### src/rtl/pe_pkg.sv
// Shared constants and helpers for the systolic processing element.
package pe_pkg;

  localparam logic PE_MODE_WS = 1'b0;
  localparam logic PE_MODE_LA = 1'b1;

  // Width of a partial sum: full signed product plus growth headroom for the column.
  function automatic int psum_width(input int data_w, input int guard_w);
    return 2 * data_w + guard_w;
  endfunction

endpackage

### src/rtl/pe_sat_add.sv
// Signed partial-sum adder that either clamps or wraps on overflow.
module pe_sat_add #(
  parameter int PSUM_W = 20,
  parameter int SAT_EN = 1
) (
  input  logic signed [PSUM_W-1:0] i_a,
  input  logic signed [PSUM_W-1:0] i_b,
  output logic signed [PSUM_W-1:0] o_sum,
  output logic                     o_ovf
);

  localparam logic signed [PSUM_W-1:0] MAX_VAL = {1'b0, {(PSUM_W-1){1'b1}}};
  localparam logic signed [PSUM_W-1:0] MIN_VAL = {1'b1, {(PSUM_W-1){1'b0}}};

  logic signed [PSUM_W:0] w_full;

  assign w_full = {i_a[PSUM_W-1], i_a} + {i_b[PSUM_W-1], i_b};
  assign o_ovf  = w_full[PSUM_W] ^ w_full[PSUM_W-1];

  // Clamp toward the sign of the true sum when saturation is enabled, otherwise wrap.
  always_comb begin
    o_sum = w_full[PSUM_W-1:0];
    if ((SAT_EN != 0) && o_ovf) begin
      o_sum = w_full[PSUM_W] ? MIN_VAL : MAX_VAL;
    end
  end

endmodule

### src/rtl/pe_dbuf_mac.sv
// Systolic PE with double-buffered weights, WS psum chaining and LA accumulate/drain.
module pe_dbuf_mac
  import pe_pkg::*;
#(
  parameter int DATA_W   = 8,
  parameter int GUARD_W  = 4,
  parameter int PIPE_MUL = 0,
  parameter int SAT_EN   = 1,
  localparam int PSUM_W  = psum_width(DATA_W, GUARD_W)
) (
  input  logic                     clk,
  input  logic                     rst_n,
  input  logic                     mode,
  input  logic                     w_load,
  input  logic signed [DATA_W-1:0] w_in,
  output logic signed [DATA_W-1:0] w_out,
  input  logic                     w_swap,
  input  logic                     x_valid_in,
  input  logic signed [DATA_W-1:0] x_in,
  output logic                     x_valid_out,
  output logic signed [DATA_W-1:0] x_out,
  input  logic signed [PSUM_W-1:0] psum_in,
  output logic                     psum_valid_out,
  output logic signed [PSUM_W-1:0] psum_out,
  input  logic                     acc_drain,
  output logic                     ovf
);

  logic signed [DATA_W-1:0]   r_shadow_w;
  logic signed [DATA_W-1:0]   r_active_w;
  logic signed [DATA_W-1:0]   r_w_out;
  logic signed [DATA_W-1:0]   r_x_out;
  logic                       r_x_valid_out;
  logic signed [PSUM_W-1:0]   r_psum_out;
  logic                       r_psum_valid_out;
  logic signed [PSUM_W-1:0]   r_acc;
  logic                       r_ovf;

  logic signed [2*DATA_W-1:0] w_prod;
  logic signed [PSUM_W-1:0]   w_prod_ext;

  // WS operands as seen by the output stage (either live or one cycle delayed).
  logic                       w_st_ws;
  logic                       w_st_valid;
  logic signed [PSUM_W-1:0]   w_st_prod;
  logic signed [PSUM_W-1:0]   w_st_psum;

  logic                       w_drain;
  logic                       w_la_add;
  logic                       w_add_used;
  logic signed [PSUM_W-1:0]   w_add_a;
  logic signed [PSUM_W-1:0]   w_add_b;
  logic signed [PSUM_W-1:0]   w_sum;
  logic                       w_add_ovf;

  assign w_prod     = x_in * r_active_w;
  assign w_prod_ext = {{(PSUM_W-2*DATA_W){w_prod[2*DATA_W-1]}}, w_prod};

  // Shadow/active weight pair; a swap always takes the shadow value from before the edge.
  always_ff @(posedge clk) begin
    if (!rst_n) begin
      r_shadow_w <= '0;
      r_active_w <= '0;
      r_w_out    <= '0;
    end else begin
      if (w_load) begin
        r_shadow_w <= w_in;
        r_w_out    <= w_in;
      end
      if (w_swap) begin
        r_active_w <= r_shadow_w;
      end
    end
  end

  // Activation forwarding to the east neighbour, one cycle regardless of mode.
  always_ff @(posedge clk) begin
    if (!rst_n) begin
      r_x_out       <= '0;
      r_x_valid_out <= 1'b0;
    end else begin
      r_x_out       <= x_in;
      r_x_valid_out <= x_valid_in;
    end
  end

  generate
    if (PIPE_MUL != 0) begin : g_pipe
      logic                     r_p_ws;
      logic                     r_p_valid;
      logic signed [PSUM_W-1:0] r_p_prod;
      logic signed [PSUM_W-1:0] r_p_psum;

      // Product register with psum_in delayed alongside so the WS add stays aligned.
      always_ff @(posedge clk) begin
        if (!rst_n) begin
          r_p_ws    <= 1'b0;
          r_p_valid <= 1'b0;
          r_p_prod  <= '0;
          r_p_psum  <= '0;
        end else begin
          r_p_ws    <= (mode == PE_MODE_WS);
          r_p_valid <= x_valid_in && (mode == PE_MODE_WS);
          r_p_prod  <= w_prod_ext;
          r_p_psum  <= psum_in;
        end
      end

      assign w_st_ws    = r_p_ws;
      assign w_st_valid = r_p_valid;
      assign w_st_prod  = r_p_prod;
      assign w_st_psum  = r_p_psum;
    end else begin : g_nopipe
      assign w_st_ws    = (mode == PE_MODE_WS);
      assign w_st_valid = x_valid_in && (mode == PE_MODE_WS);
      assign w_st_prod  = w_prod_ext;
      assign w_st_psum  = psum_in;
    end
  endgenerate

  // An in-flight WS entry owns psum_out and the adder; LA work yields to it.
  assign w_drain    = (mode == PE_MODE_LA) && acc_drain && !w_st_ws;
  assign w_la_add   = (mode == PE_MODE_LA) && x_valid_in && !w_st_valid && !w_drain;
  assign w_add_used = w_st_valid || w_la_add;
  assign w_add_a    = w_st_valid ? w_st_psum : r_acc;
  assign w_add_b    = w_st_valid ? w_st_prod : w_prod_ext;

  pe_sat_add #(
    .PSUM_W (PSUM_W),
    .SAT_EN (SAT_EN)
  ) u_sat_add (
    .i_a   (w_add_a),
    .i_b   (w_add_b),
    .o_sum (w_sum),
    .o_ovf (w_add_ovf)
  );

  // South output: WS result or pass-through, otherwise a one-cycle LA drain pulse.
  always_ff @(posedge clk) begin
    if (!rst_n) begin
      r_psum_out       <= '0;
      r_psum_valid_out <= 1'b0;
    end else if (w_st_ws) begin
      r_psum_out       <= w_st_valid ? w_sum : w_st_psum;
      r_psum_valid_out <= w_st_valid;
    end else if (w_drain) begin
      r_psum_out       <= r_acc;
      r_psum_valid_out <= 1'b1;
    end else begin
      r_psum_valid_out <= 1'b0;
    end
  end

  // Local accumulator restarts on drain (seeded with the current product) and the overflow flag is sticky.
  always_ff @(posedge clk) begin
    if (!rst_n) begin
      r_acc <= '0;
      r_ovf <= 1'b0;
    end else begin
      if (w_drain) begin
        r_acc <= x_valid_in ? w_prod_ext : '0;
      end else if (w_la_add) begin
        r_acc <= w_sum;
      end
      if (w_add_used && w_add_ovf) begin
        r_ovf <= 1'b1;
      end
    end
  end

  assign w_out          = r_w_out;
  assign x_out          = r_x_out;
  assign x_valid_out    = r_x_valid_out;
  assign psum_out       = r_psum_out;
  assign psum_valid_out = r_psum_valid_out;
  assign ovf            = r_ovf;

endmodule

### config.mk
export PLATFORM = sky130hd
export DESIGN_NAME = pe_dbuf_mac
export DESIGN_NICKNAME = d
export VERILOG_FILES = /design/src/rtl/pe_pkg.sv /design/src/rtl/pe_sat_add.sv /design/src/rtl/pe_dbuf_mac.sv
export SDC_FILE = /design/constraint.sdc
export NUM_CORES = 1
export LEC_CHECK = 0
export ABC_AREA = 1
export BUFFER_PORTS_ARGS = -buffer_cell sky130_fd_sc_hd__buf_2
export CAP_MARGIN = 40
export CORE_MARGIN = 3
export CORE_UTILIZATION = 50
export DETAILED_ROUTE_END_ITERATION = 12
export PLACE_DENSITY_LB_ADDON = 0.2
export SLEW_MARGIN = 20
export SYNTH_ARGS = -nofsm -noshare
export SYNTH_HDL_FRONTEND = slang
export SYNTH_SLANG_ARGS = --single-unit
### constraint.sdc
create_clock -name clk -period 7.8 [get_ports clk]
set_input_delay 1.56 -clock clk [delete_from_list [all_inputs] [get_ports clk]]
set_output_delay 1.56 -clock clk [all_outputs]
set_load 0.03 [all_outputs]
Word level (Yosys, flattened, before mapping)
Index checks and enable logic that the tools add are counted.
{"block": "totals", "ff_bits": 67, "input_bits": 43, "out_inout_bits": 39, "wordCells": 35}
{"block": "classes", "reduce_logical": 11, "n_mux": 11, "n_eq_ne": 1, "addsub": 1, "n_bitwise": 2, "multipliers": 1}
{"cell": "$mux 20", "n": 9}
{"cell": "$add 20x16->21", "n": 1}
{"cell": "$mul 8x8->16", "n": 1}
{"cell": "$logic_and 1x1->1", "n": 7}
{"cell": "$logic_not 1->1", "n": 2}
{"cell": "$mux 1", "n": 2}
{"cell": "$ne 2x1->1 const B", "n": 1}
{"cell": "$reduce_bool 2->1", "n": 1}
{"cell": "$logic_or 1x1->1", "n": 1}
{"cell": "$not 1->1", "n": 1}
{"cell": "$xor 1x1->1", "n": 1}

Logic depth before layout (Yosys ltp)
{"block": "depth", "ltp_word": 8, "depth_mapped": 40, "mapped_depth_nobuf": 39}

Modules after synthesis
From an unflattened synthesis, not the netlist that was laid out.
{"block": "unflattened", "hier_cells": 1126, "hier_area_um2": 7372.1}
{"mod": "pe_dbuf_mac", "seq_area_each_um2": 1341.3, "cells_each": 841, "area_each_um2": 5840.6, "instances": 1}
{"mod": "pe_sat_add", "seq_area_each_um2": 0.0, "cells_each": 285, "area_each_um2": 1531.5, "instances": 1}

Least setup slack after synthesis
OpenSTA, ideal clock, no wires.
{"block": "synth_path", "path_type": "input port to flip-flop", "start": "in x_in[0]", "end": "reg r_psum_out[3] (netlist: psum_out[3])", "arrival_time_ps": 7486, "path_stages": 34, "t_required_ps": 7668, "slack_ps": 182, "n_path_buf": 2, "setup_time_ps": 132, "cell_sequence": "clkbuf_1 -> or2_2 -> fa_1 -> fa_1 -> inv_1 -> fa_1 -> inv_1 -> fa_1 -> inv_1 -> ha_1 -> a21oi_1 -> o21ai_0 -> a21o_1 -> a21oi_1 -> o21ai_0 -> a21oi_1 -> or2_2 -> and2_1 -> ha_1 -> nand2_1 -> or2_2 -> nand3_1 -> nand3_1 -> nand2_1 -> nand2_2 -> nand2_2 -> nand2_4 -> nand2_4 -> nand2_8 -> buf_12 -> a21oi_2 -> nand2_1 -> nand2_1 -> a21oi_2"}
{"block": "synth_via", "elab_chain_len": 6, "elab_cells_between_ends": 7, "classes_between": "1 x add/sub; 1 x mul; 4 x mux; 1 x bitwise"}
{"element": "from (decl)", "line": "pe_dbuf_mac.sv:19", "source": "input logic signed [DATA_W-1:0] x_in,"}
{"element": "$mul 8x8->16 *", "line": "pe_dbuf_mac.sv:56", "source": "assign w_prod = x_in * r_active_w;"}
{"element": "$add 20x16->21 *", "line": "pe_sat_add.sv:17", "source": "assign w_full = {i_a[PSUM_W-1], i_a} + {i_b[PSUM_W-1], i_b};"}
{"element": "$mux 20 or $xor 1x1->1 (tied branches)", "line": "pe_sat_add.sv:24, pe_sat_add.sv:18"}
{"element": "$mux 20 *", "line": "pe_sat_add.sv:23", "source": "if ((SAT_EN != 0) && o_ovf) begin"}
{"element": "$mux 20 *", "line": "pe_dbuf_mac.sv:144", "source": "r_psum_out <= w_st_valid ? w_sum : w_st_psum;"}
{"element": "$mux 20 *", "line": "pe_dbuf_mac.sv:143", "source": "end else if (w_st_ws) begin"}
{"element": "to (signal assigned)", "line": "pe_dbuf_mac.sv:144"}
{"element": "to (signal assigned)", "line": "pe_dbuf_mac.sv:147", "source": "r_psum_out <= r_acc;"}
{"element": "to (decl)", "line": "pe_dbuf_mac.sv:34", "source": "logic signed [PSUM_W-1:0] r_psum_out;"}
Mark *: on every way between the ends. The rest lies on a longest branch, timed or not.
A chain may end at the register's enable or synchronous reset.

Worst setup path after layout
{"block": "layout_path", "start": "in x_in[0]", "end": "reg r_psum_out[5] (netlist: psum_out[5])"}
The elaborated chain is that of the path after synthesis.

==> results_dict.tcl <==
set metrics [dict create \
    period_share_pct 94.7 \
    die_area_sq_mm 0.0158 \
    maxCapViolations 0 \
    crit_required_ns 8.08 \
    setup_violations 0 \
    place_area_sq_mm 0.00770 \
    dieWidth_um 126 \
    cts_setup_buffers 0 \
    cts_tree "built" \
    antenna_found_initial 0 \
    rows 43 \
    dr.pass1.iters 5 \
    final_net_count 1263 \
    cts-buffers-inserted 9 \
    core_area_sq_mm 0.0139 \
    hold_viol 0 \
    final_layout_size_suffix_gt1_share_pct 14.5 \
    yosysTopAreaCell "dfxtp_1" \
    wirelength_um 17100 \
    postSynthCellCount 1056 \
    final_area_sq_mm 0.00802 \
    num_antenna_cells 0 \
    period_needed_ns 7.38 \
    final_common_cell "nand2_1" \
    drtIter0Drc 435 \
    die_h_um 126 \
    clock.fmax_ghz 0.135 \
    cp_num_buf_inv 5 \
    setup.worst_path.class "in -> reg" \
    grt_overflow_total 0 \
    grt_pass1_wl_um 30000 \
    viasPerCell 5.00 \
    grt_usage_pct 22.9 \
    synth.avg_cell_area_sq_um 6.79 \
    vias 6497 \
    syn-num-nets 1204 \
    peakVddDrop_uv 288 \
    place_congestion 0.852 \
    numPortBuffers 81 \
    maxSlewViolCount 0 \
    route.detailed.drc 0 \
    io_pins 82 \
    synth_top_area_share_pct 18.7 \
    ant_nets 0 \
    clkSinkCount 67 \
    routedWlPerCell_um 13.2 \
    end_kind "flop" \
    grt_setup_unrepaired "false" \
    n_fill_cell 1353 \
    reg2reg_slack_ns 0.94 \
    power_density_mw_per_mm2 298 \
    crit_family "adder cells" \
    netlist_area_sq_mm 0.00717 \
    cp_max_fo 10 \
    ctsHoldBuffers 0 \
    p_leak_nw 4.58 \
    initial_utilization_pct 51.5 \
    clockRootBuffer "clkbuf_16" \
    synth_cell_types 35 \
    crit_top_cell "nand2_1" \
    yosys_warnings 0 \
    cts_resized 0 \
    run_status "finished, final reports clean" \
    dp_hpwl_um 13000 \
    grt_start_max_net_pins 47 \
    slowest_delay_ns 0.55 \
    cts_max_path_buffers 2 \
    ys_top_cells_by_area "dfxtp_1, fa_1, nand2_1" \
    worstSetupStartpointType "input pin" \
    grt_pass1_vias 6370 \
    synth.yosys.seq_area_share_pct 18.7 \
    area_delta_synth_final_pct 11.8 \
    synth.ff_latch_count 67 \
    finClkSkew_ns 0.00820 \
    cp.arrival_ns 7.66 \
    fin_util_pct 57.6 \
    hp-class "reg -> reg" \
    final_cell_mix "nand2_1, inv_1, buf_2" \
    tightest_slew_ns 0.831 \
    insertion_delay_ns 0.35 \
    cp_slowest_cell "fa_1" \
    path_clk_slew_ns 0.06 \
    relSlewSlack_pct 44.0 \
    h-tree-depth 3 \
]
## routing by layer
| metal | part of all wire (%) | GRT usage [%] | routed length [um] | vias to the layer above |
|---|---|---|---|---|
| li1 | - | - | - | 3328 |
| met1 | 47 | 30.3 | 7980 | 3019 |
| met2 | 48 | 39.5 | 8240 | 129 |
| met3 | 3.7 | 4.03 | 628 | 21 |
| met4 | 1.7 | 5.17 | 286 | 0 |
| met5 | 0 | 0 | 0 | - |
## synthesized netlist by cell type, drive strengths merged
| cell type | n |
|---|---|
| and2 | 1 |
| o21ai | 76 |
| fa | 56 |
| nand3 | 43 |
| inv | 208 |
| ha | 49 |
| a21o | 3 |
| o21a | 1 |
| clkinv | 2 |
| clkbuf | 38 |
| a31oi | 11 |
| dfxtp | 67 |
| nand2 | 287 |
| a21oi | 83 |
| buf | 11 |
| xor2 | 24 |
| or2 | 4 |
| nor2 | 72 |
| o21bai | 2 |
| xnor2 | 17 |
| nand3b | 1 |
## worst paths after layout
| path | endpoint | start | depth (start not counted) |
|---|---|---|---|
| max | psum_out[5] | x_in[0] | 33 |
| min | ovf | ovf | 2 |
| max reg2reg | psum_out[5] | r_active_w[7] | 33 |
| min reg2reg | ovf | ovf | 2 |
## registers in the layout (all words and copies together) (netlist names)
name and count:
x_valid_out 1, psum_out 20, w_out 8, x_out 8
ovf 1, r_active_w 8, psum_valid_out 1, r_acc 20
## stage by stage
step / setup WS, ns / hold WS [ns] / setup TNS [ns] / cells / total power [W]
finish: 0.417 / 0.471 / 0 / 1300 / 0.00239
global route: 0.0279 / 0.511 / 0 / 1300 / 0.00262
CTS: 0.306 / 0.471 / 0 / 1299 / 0.00240
detailed placement: -0.0456 / 0.456 / -0.233 / 1283 / 0.00197
global placement: 0.105 / 0.455 / 0 / 1281 / 0.00195
floorplan: 0.182 / 0.470 / 0 / 1056 / 0.00169
## where the power goes
group / internal, W / switching (W)
Clock: 0.000256 / 0.000162
Sequential: 0.000401 / 0.0000404
Combinational: 0.000562 / 0.000972
## worst register-to-register path, delay by kind of cell (launching register included)
kind / cells / cell delay, ns
compound gates: 8 / 0.95
buf+inv: 5 / 0.66
fa+ha+maj: 6 / 2.72
flops: 1 / 0.39
simple gates: 14 / 2.08
## layout make-up
| cell class | instances | area, sq um | share of cell area, % |
|---|---|---|---|
| Clock inverter | 4 | 50.0 | 0.624 |
| Timing Repair Buffer | 97 | 553 | 6.89 |
| Clock buffer | 12 | 246 | 3.07 |
| Inverter | 210 | 788 | 9.82 |
| Multi-Input combinational cell | 730 | 4820 | 60.1 |
| Sequential cell | 67 | 1340 | 16.7 |
| Tap cell | 180 | 225 | 2.81 |
## cells by family (layout without fill, tap and decap cells)
logic type / after synthesis / count (layout) / synth area share [%]
adders and majority gates: 105 / 105 / 24.2
buffers and inverters: 259 / 323 / 14.2
and+or+nand+nor: 408 / 408 / 24.6
AOI/OAI and AO/OA: 176 / 176 / 13.3
DFF: 67 / 67 / 18.7
xor gates and xnor gates: 41 / 41 / 5.01
Power figures use the tool's default switching activity.
